--- config.mk ---
export PLATFORM = sky130hd
export DESIGN_NAME = spi_tft_receiver
export DESIGN_NICKNAME = d
export VERILOG_FILES = /design/src/rtl/spi_tft_pkg.sv /design/src/rtl/spi_rx_fifo.sv /design/src/rtl/spi_tft_receiver.sv
export SDC_FILE = /design/constraint.sdc
export NUM_CORES = 1
export LEC_CHECK = 0
export ABC_AREA = 1
export CAP_MARGIN = 30
export CORE_ASPECT_RATIO = 1.75
export CORE_MARGIN = 5
export CORE_UTILIZATION = 48
export CTS_CLUSTER_DIAMETER = 100
export DETAILED_ROUTE_END_ITERATION = 12
export PLACE_DENSITY_LB_ADDON = 0.1
export SLEW_MARGIN = 20
export SYNTH_ARGS = -nofsm -noshare
export SYNTH_HDL_FRONTEND = slang
export SYNTH_SLANG_ARGS = --single-unit
--- constraint.sdc ---
create_clock -name clk -period 1.3 [get_ports clk]
set_input_delay 0.39 -clock clk [delete_from_list [all_inputs] [get_ports clk]]
set_output_delay 0.39 -clock clk [all_outputs]
set_load 0.005 [all_outputs]
--- src/rtl/spi_tft_pkg.sv ---
// rtl/spi_tft_pkg.sv - shared types and constants for the SPI TFT receive path
// Contents: spi_rx_state_e (receiver FSM), SPI_BYTE_W, spi_rx_word_t (FIFO word).
package spi_tft_pkg;

  localparam int SPI_BYTE_W = 8;

  typedef enum logic {
    RX_IDLE,
    RX_SHIFT
  } spi_rx_state_e;

  typedef struct packed {
    logic                  dc;
    logic [SPI_BYTE_W-1:0] data;
  } spi_rx_word_t;

endpackage

--- src/rtl/spi_rx_fifo.sv ---
// rtl/spi_rx_fifo.sv - show-ahead synchronous FIFO of received SPI words
// Ports: clk, rst_n (async, active low); wr_en/wr_data push side;
//        rd_en/rd_data pop side (rd_data shows the head word, 0 when empty);
//        full, empty status. A write on a full FIFO succeeds only with a
//        simultaneous read.
module spi_rx_fifo
  import spi_tft_pkg::*;
#(
  parameter int DEPTH = 4
) (
  input  logic         clk,
  input  logic         rst_n,
  input  logic         wr_en,
  input  spi_rx_word_t wr_data,
  input  logic         rd_en,
  output spi_rx_word_t rd_data,
  output logic         full,
  output logic         empty
);

  localparam int AW    = $clog2(DEPTH);
  localparam int CNT_W = AW + 1;

  spi_rx_word_t     mem [DEPTH];
  logic [AW-1:0]    wr_ptr;
  logic [AW-1:0]    rd_ptr;
  logic [CNT_W-1:0] count;
  logic             do_wr;
  logic             do_rd;

  assign full    = (count == CNT_W'(DEPTH));
  assign empty   = (count == '0);
  assign do_rd   = rd_en && !empty;
  assign do_wr   = wr_en && (!full || do_rd);
  assign rd_data = empty ? '0 : mem[rd_ptr];

  always_ff @(posedge clk or negedge rst_n) begin
    if (!rst_n) begin
      wr_ptr <= '0;
      rd_ptr <= '0;
      count  <= '0;
    end else begin
      if (do_wr) wr_ptr <= wr_ptr + 1'b1;
      if (do_rd) rd_ptr <= rd_ptr + 1'b1;
      if (do_wr && !do_rd)      count <= count + 1'b1;
      else if (do_rd && !do_wr) count <= count - 1'b1;
    end
  end

  always_ff @(posedge clk) begin
    if (do_wr) mem[wr_ptr] <= wr_data;
  end

endmodule

--- src/rtl/spi_tft_receiver.sv ---
// rtl/spi_tft_receiver.sv - oversampling SPI slave that reassembles tagged bytes
// Ports: clk, rst_n (async, active low); cs_in/sclk_in/mosi_in/dc_in raw SPI pins;
//        rx_data/rx_dc/rx_valid/rx_ready output stream; frame_err pulse on a
//        truncated byte; overflow sticky drop flag, cleared by ovf_clr.
// Build option: SPI_RX_FIFO_EN selects a FIFO_DEPTH-entry FIFO instead of a
//        single holding register.
module spi_tft_receiver
  import spi_tft_pkg::*;
#(
  parameter int FIFO_DEPTH  = 4,
  parameter int SYNC_STAGES = 2
) (
  input  logic                  clk,
  input  logic                  rst_n,
  input  logic                  cs_in,
  input  logic                  sclk_in,
  input  logic                  mosi_in,
  input  logic                  dc_in,
  output logic [SPI_BYTE_W-1:0] rx_data,
  output logic                  rx_dc,
  output logic                  rx_valid,
  input  logic                  rx_ready,
  output logic                  frame_err,
  output logic                  overflow,
  input  logic                  ovf_clr
);

  logic [SYNC_STAGES-1:0] cs_sync, sclk_sync, mosi_sync, dc_sync;
  logic cs_s, sclk_s, mosi_s, dc_s;
  logic cs_d, sclk_d;
  logic sclk_rise, cs_fall, cs_rise;

  assign cs_s   = cs_sync[SYNC_STAGES-1];
  assign sclk_s = sclk_sync[SYNC_STAGES-1];
  assign mosi_s = mosi_sync[SYNC_STAGES-1];
  assign dc_s   = dc_sync[SYNC_STAGES-1];

  assign sclk_rise = sclk_s && !sclk_d;
  assign cs_fall   = !cs_s && cs_d;
  assign cs_rise   = cs_s && !cs_d;

  always_ff @(posedge clk or negedge rst_n) begin
    if (!rst_n) begin
      cs_sync   <= '1;
      sclk_sync <= '0;
      mosi_sync <= '0;
      dc_sync   <= '0;
      cs_d      <= 1'b1;
      sclk_d    <= 1'b0;
    end else begin
      cs_sync   <= {cs_sync[SYNC_STAGES-2:0], cs_in};
      sclk_sync <= {sclk_sync[SYNC_STAGES-2:0], sclk_in};
      mosi_sync <= {mosi_sync[SYNC_STAGES-2:0], mosi_in};
      dc_sync   <= {dc_sync[SYNC_STAGES-2:0], dc_in};
      cs_d      <= cs_s;
      sclk_d    <= sclk_s;
    end
  end

  // Pipeline: sclk rise -> cap_pend -> shift/capture -> push_q -> buffer.
  // The register between capture and buffer keeps the rx_valid latency
  // identical for the FIFO and holding-register builds.
  spi_rx_state_e           state, state_n;
  logic [2:0]              bit_cnt, bit_cnt_n;
  logic [SPI_BYTE_W-2:0]   shreg, shreg_n;
  logic                    cap_pend, cap_n;
  logic                    push_q, push_n;
  spi_rx_word_t            push_word, word_n;
  logic                    err_q, err_n;

  always_comb begin
    state_n   = state;
    bit_cnt_n = bit_cnt;
    shreg_n   = shreg;
    cap_n     = 1'b0;
    push_n    = 1'b0;
    word_n    = push_word;
    err_n     = 1'b0;
    case (state)
      RX_IDLE: begin
        if (cs_fall) begin
          state_n   = RX_SHIFT;
          bit_cnt_n = '0;
          shreg_n   = '0;
        end
      end
      RX_SHIFT: begin
        cap_n = sclk_rise && !cs_s;
        if (cap_pend) begin
          shreg_n   = {shreg[SPI_BYTE_W-3:0], mosi_s};
          bit_cnt_n = bit_cnt + 3'd1;
          if (bit_cnt == 3'd7) begin
            push_n = 1'b1;
            word_n = '{dc: dc_s, data: {shreg, mosi_s}};
          end
        end
        if (cs_rise) begin
          state_n = RX_IDLE;
          // A capture completing the byte in this same cycle is a clean end.
          err_n   = cap_pend ? (bit_cnt != 3'd7) : (bit_cnt != 3'd0);
        end
      end
      default: state_n = RX_IDLE;
    endcase
  end

  always_ff @(posedge clk or negedge rst_n) begin
    if (!rst_n) begin
      state     <= RX_IDLE;
      bit_cnt   <= '0;
      shreg     <= '0;
      cap_pend  <= 1'b0;
      push_q    <= 1'b0;
      push_word <= '0;
      err_q     <= 1'b0;
      frame_err <= 1'b0;
    end else begin
      state     <= state_n;
      bit_cnt   <= bit_cnt_n;
      shreg     <= shreg_n;
      cap_pend  <= cap_n;
      push_q    <= push_n;
      push_word <= word_n;
      err_q     <= err_n;
      frame_err <= err_q;
    end
  end

  logic drop;

`ifdef SPI_RX_FIFO_EN
  logic         fifo_full, fifo_empty, pop, push_ok;
  spi_rx_word_t head;

  assign pop     = rx_valid && rx_ready;
  assign push_ok = push_q && (!fifo_full || pop);
  assign drop    = push_q && !push_ok;

  spi_rx_fifo #(.DEPTH(FIFO_DEPTH)) u_fifo (
    .clk     (clk),
    .rst_n   (rst_n),
    .wr_en   (push_ok),
    .wr_data (push_word),
    .rd_en   (pop),
    .rd_data (head),
    .full    (fifo_full),
    .empty   (fifo_empty)
  );

  assign rx_valid = !fifo_empty;
  assign rx_data  = head.data;
  assign rx_dc    = head.dc;
`else
  spi_rx_word_t hold;
  logic         hold_v;

  assign drop = push_q && hold_v && !rx_ready;

  always_ff @(posedge clk or negedge rst_n) begin
    if (!rst_n) begin
      hold   <= '0;
      hold_v <= 1'b0;
    end else if (push_q && !drop) begin
      hold   <= push_word;
      hold_v <= 1'b1;
    end else if (hold_v && rx_ready) begin
      hold_v <= 1'b0;
    end
  end

  assign rx_valid = hold_v;
  assign rx_data  = hold.data;
  assign rx_dc    = hold.dc;
`endif

  always_ff @(posedge clk or negedge rst_n) begin
    if (!rst_n)       overflow <= 1'b0;
    else if (drop)    overflow <= 1'b1;
    else if (ovf_clr) overflow <= 1'b0;
  end

endmodule

==> results of run 1 <==
report_power, final:
group          switching (µW)  total, µW  internal [µW]
sequential               26.2       1470           1440
clock                     451        881            431
combinational             105        172           67.6
total                     582       2520           1940
stage by stage:
stage	area, µm²	cells	worst slack, ns	power (µW)	util [%]
5_1_grt	2155	250	-0.008083	2650	64.06
3_5_place_dp	1967	228	-0.1718	1650	58.48
3_3_place_gp	1967	228	-0.1451	1640	58.48
6_report	2155	250	0.03898	2519	64.06
4_1_cts	2126	243	0.002946	2543	63.21
2_1_floorplan	1675	160	0.04434	1574	-
worst paths after layout:
check | startpoint | end | slack (ns) | cells after the start
setup / recovery | rx_dc | rx_dc | 0.04 | 1
hold / removal | mosi_sync[0] | mosi_sync[1] | 0.35 | 0
setup reg to reg | bit_cnt[1] | push_word[0] | 0.08 | 6
hold reg to reg | mosi_sync[0] | mosi_sync[1] | 0.35 | 0
max in group asynchronous | rst_n | cs_d | 0.29 | 3
min in group asynchronous | rst_n | rx_valid | 0.52 | 2
flip-flops by register name (all words and copies together) (netlist names):
| name | cells |
|---|---|
| push_word | 9 |
| cs_sync | 2 |
| shreg | 7 |
| rx_valid | 1 |
| err_q | 1 |
| rx_dc | 1 |
| frame_err | 1 |
| overflow | 1 |
| state | 1 |
| mosi_sync | 2 |
| rx_data | 8 |
| sclk_d | 1 |
| bit_cnt | 3 |
| cap_pend | 1 |
| sclk_sync | 2 |
| dc_sync | 2 |
| push_q | 1 |
| cs_d | 1 |
layout by cell type (no fill, tap or decap), types with 4 or more instances in the layout:
cell,synthesis,final
nand3_1,11,11
clkbuf_8,0,6
nand2_1,70,69
dfrtp_1,42,42
o21ai_2,1,4
clkbuf_2,0,10
o21ai_1,9,6
clkdlybuf4s50_1,0,6
buf_4,1,19
inv_1,6,6
cells in the mapped netlist:
library cell,count
o21ai_1,9
nand2_2,1
dfrtp_1,42
nor3_1,1
nor2_1,2
clkinv_1,1
buf_6,2
o22ai_1,1
nand3_2,1
o21ai_2,1
nor2_8,1
ha_1,3
buf_4,1
a21oi_2,1
nand2_1,70
nand3_1,11
inv_1,6
inv_2,1
nor3b_1,1
buf_2,1
dfstp_2,3
layout make-up:
cell class / instances / share of cell area, %
Clock buffer: 6 / 3.833
Clock inverter: 2 / 0.6388
Inverter: 8 / 1.394
Multi-Input combinational cell: 103 / 23.87
Sequential cell: 45 / 52.44
Tap cell: 45 / 2.613
Timing Repair Buffer: 41 / 15.21
repair_timing:
action,in CTS,in global routing
pin swaps,0,0
endpoints found under the setup margin,15,21
hold buffers,1,0
endpoints found under the hold margin,10,0
gates resized for setup,26,16
buffers inserted,6,7
routing by layer:
| metal | vias to the layer above | wire [µm] | share of wire [%] | track usage [%] |
|---|---|---|---|---|
| met1 | 588 | 1142 | 37 | 15.30 |
| met3 | 6 | 153 | 5.0 | 4.600 |
| met4 | 0 | 46 | 1.5 | 7.483 |
| li1 | 589 | - | - | - |
| met2 | 23 | 1744 | 56 | 27.37 |
| met5 | - | 0 | 0 | 0 |
cells by family (layout without fill, tap and decap cells):
group | after synthesis | in the layout | share of synthesized area (%)
AND/OR/NAND/NOR | 88 | 88 | 22.33
adder cells (fa/ha/maj) | 3 | 3 | 2.241
flip-flops | 45 | 45 | 67.44
AO/OA/AOI/OAI | 12 | 12 | 4.108
buffers and inverters | 12 | 57 | 3.883
==> results.yml, run 1 <==
setup_path:
  required_ns: 0.91
  crit_buf_inv: 1
  cp-start-kind: "flop"
  cpMaxStageDelayCell: "dfrtp_1"
  cp-end-kind: "primary output"
  crit_arrival_ns: 0.87
  cp_max_fo: 2
  critPathKind: "reg2out"
  path_cells: "clkdlybuf4s15_1"
  critPathTopFamily: "flip-flops"
  cp_slowest_stage_delay_ns: 0.38
synth:
  synth.largest_area_cell: "dfrtp_1"
  avgSynthCellArea_um2: 10.47
  ys_seq_area_share_pct: 67.44
  ys_types: 21
  synth_top_cell_area_share_pct: 62.73
  netlist_top_cells_area: "dfrtp_1 63%, nand2_1 16%, dfstp_2 4.7%"
  synthCells: 160
  synth_seq_cells: 45
  synth_fp_nets: 171
  syn_area_um2: 1675
  synth_warnings: 0
clock_tree:
  cts.clk_slew.worst_paths_ns: 0.08
  cts.sinks: 45
  clock_latency_ns: 0.29
  htree_num_levels: 2
  cts_root_buffer: "clkbuf_8"
  tritoncts: "yes"
  cts_buffer_depth: 2
  cts_buffers: 5
die:
  die_y_um: 88.16
  start_util_pct: 49.81
  ios: 20
  coreArea_um2: 3363
  die_area_um2: 4819
  rows: 28
  die_w_um: 54.66
detailed_routing:
  wire_per_inst_um: 12.35
  routed-via-count: 1206
  finalWirelength_mm: 3.087
  dr.pass1.iters: 4
  drt_iter0_drc: 25
  ant_nets: 0
  drc: 0
  vias_per_cell: 4.824
place:
  hpwl_mm: 2.181
  globalplace.congestion: 0.7527
  portBuffers: 19
timing:
  hold_viol_final: 0
  post-route-period-util_pct: 97.00
  setup_viol: 0
  skew_ns: 0.006251
  clock.fmax_mhz: 793.0
  drv_slew: 0
  holdWs_ns: 0.3518
  worst_pin_slew_ns: 0.3264
  tns_ns: 0
  layout_min_cycle_time_ns: 1.261
  maxSlewHeadroom_pct: 78.24
final_layout:
  multi_input_area_um2: 514.2
  layout.nets: 215
  area_delta_synth_final_pct: 28.60
  insertedDiodeCount: 0
  drive_above_1_share_pct: 26.83
  seq_area_um2: 1130
  fill_cells: 299
min_path:
  min_path_type: "reg2reg"
power_and_ir_drop:
  peakVddDrop_uv: 885.3
  power_density_nw_per_um2: 1169
  p_leak_uw: 0.001194
global_routing:
  grt_first_pass_wirelength_mm: 5.313
  antenna_found_initial: 0
  first_global_vias: 1281
  track_usage_pct: 15.36
  grt_overflow: 0
  grt_max_degree: 28
run_status:
  status: "finished clean"
flow_run:
  max-cap-violations: 0
Note: power is estimated with default switching activity, not from simulation.
==> inputs of run 2 (changes only) <==
Settings changed: CORE_UTILIZATION 48 to 50.
Clock period 1.3 ns to 1.5 ns, I/O delays scaled along.
==> results.yml, run 2 (same netlist as run 1, synthesis figures left out) <==
timing:
  drv_slew: 0
  hold_viol_final: 0
  worst_pin_slew_ns: 0.3802
  skew_ns: 0.001519
  post-route-period-util_pct: 94.09
  setup_viol: 0
  holdWs_ns: 0.06994
  rsz0062_at_grt: "false"
  layout_min_cycle_time_ns: 1.411
  clock.fmax_mhz: 708.6
  maxSlewHeadroom_pct: 74.65
setup_path:
  critPathLaunch: "rx_valid"
  critPathKind: "reg2out"
  setup.worst_path.end: "rx_valid"
  cp_max_fo: 3
  crit_cells: 1
  rr_startpoint: "bit_cnt[0]"
  path_cells: "dlygate4sd2_1"
  r2r_slack_ns: 0.21
  cp_slowest_stage_delay_ns: 0.40
  rr_worst_depth: 6
  cpMaxStageDelayCell: "dfrtp_1"
  r2r_end: "push_word[0]"
  required_ns: 1.05
  critPathTopFamily: "flip-flops"
  cp-end-kind: "primary output"
  cp-start-kind: "flop"
  crit_arrival_ns: 0.96
  crit_buf_inv: 1
final_layout:
  final_cell_mix: "70 x nand2_1, 42 x dfrtp_1, 12 x dlygate4sd2_1, 11 x nand3_1, 9 x o21ai_1"
  largest_reg_flops: 9
  layout.nets: 199
  fill_cells: 287
  insertedDiodeCount: 0
  final_common_cell: "nand2_1"
  drive_above_1_share_pct: 12.70
  top_register: "push_word"
  final_cells: 232
  seq_area_um2: 1130
  multi_input_area_um2: 485.5
  area_delta_synth_final_pct: 21.06
place:
  numPlacedInstances: 222
  globalplace.congestion: 0.7749
  hpwl_mm: 2.013
  portBuffers: 19
detailed_routing:
  routed.top_layer: "met4"
  dr.pass1.iters: 4
  wl_met3_um: 105
  routed-via-count: 1076
  met2_length_mm: 1.452
  drc: 0
  finalWirelength_mm: 2.700
  drt_iter0_drc: 6
  ant_nets: 0
  wl_met1_mm: 1.085
  vias_per_cell: 4.638
  wire_per_inst_um: 11.64
clock_tree:
  tritoncts: "yes"
  clock_latency_ns: 0.29
  cts_buffers: 5
  cts_root_buffer: "clkbuf_8"
  holdBufCountCts: 0
  cts.clk_slew.worst_paths_ns: 0.08
  cts_buffer_depth: 2
  cts.sinks: 45
  htree_num_levels: 2
die:
  die_w_um: 53.76
  ios: 20
  coreArea_um2: 3176
  start_util_pct: 52.76
  rows: 27
  die_y_um: 86.58
  die_area_um2: 4654
global_routing:
  grt_max_degree: 31
  grt_overflow: 0
  track_usage_pct: 14.70
  grt_first_pass_wirelength_mm: 4.981
  antenna_found_initial: 0
  first_global_vias: 1117
run_status:
  status: "finished clean"
power_and_ir_drop:
  power_density_nw_per_um2: 1074
  peakVddDrop_uv: 971.6
  p_leak_uw: 0.001155
min_path:
  min_path_type: "in2async"
flow_run:
  max-cap-violations: 0
==> run 2: cell count changes in the layout (fill, tap and decap cells not counted), sizes merged <==
cell and delta:
clkbuf -9, clkinv -1, clkdlybuf4s15 -2, dlygate4sd2 +12, buf -15, dlygate4sd3 -1
==> run 2: layer usage <==
| metal | vias to the layer above | global-route usage [%] |
|---|---|---|
| met5 | - | 0 |
| met4 | 0 | 6.744 |
| met3 | 6 | 4.303 |
| met2 | 15 | 24.50 |
| met1 | 496 | 16.69 |
| li1 | 559 | - |
==> run 2: final cells by class <==
| cell class | instances | area share (%) |
|---|---|---|
| multi-input cells | 103 | 23.94 |
| clock buffers | 7 | 4.750 |
| clock inverters | 1 | 0.2468 |
| inverters | 8 | 1.481 |
| flip-flops and latches | 45 | 55.71 |
| repair buffers | 25 | 11.23 |
| well taps | 43 | 2.653 |
==> run 2: worst min path at each step <==
stage,cells past startpoint,slack (ns),end,from
after global placement,0,0.33,mosi_sync[1],mosi_sync[0]
after floorplan,0,0.15,bit_cnt[0],rst_n
after global routing,1,0.08,err_q,rst_n
after detailed placement,0,0.34,dc_sync[1],dc_sync[0]
final,1,0.07,dc_sync[0],rst_n
after CTS,1,0.08,bit_cnt[1],rst_n
==> run 2: through the flow <==
step	cell area (µm²)	setup slack [ns]	TNS, ns	power (µW)	utilization, %
finish	2028	0.08871	0	2178	63.87
global placement	1922	-0.0009452	-0.0009452	1411	60.52
detailed placement	1922	-0.01317	-0.02987	1416	60.52
global route	2028	0.05543	0	2293	63.87
CTS	2023	0.07947	0	2212	63.71
floorplan	1675	0.2443	0	1364	-
==> run 2: power by group <==
part	switching (µW)	internal (µW)
combinational	77.4	40.7
clock	375	416
sequential	22.7	1250
total	475	1700
==> run 2: timing repair <==
item | 4_1_cts | 5_1_grt
endpoints found under the setup margin | 12 | 1
endpoints found under the hold margin | 0 | 0
setup buffers | 2 | 0
resized for setup | 12 | 1
==> run 2: worst reg2reg max path: cells and delay by family, from the launching register on <==
kind / cells / cell delay, ns
AND/OR/NAND/NOR: 4 / 0.37
adder cells (fa/ha/maj): 2 / 0.42
flip-flops: 1 / 0.40
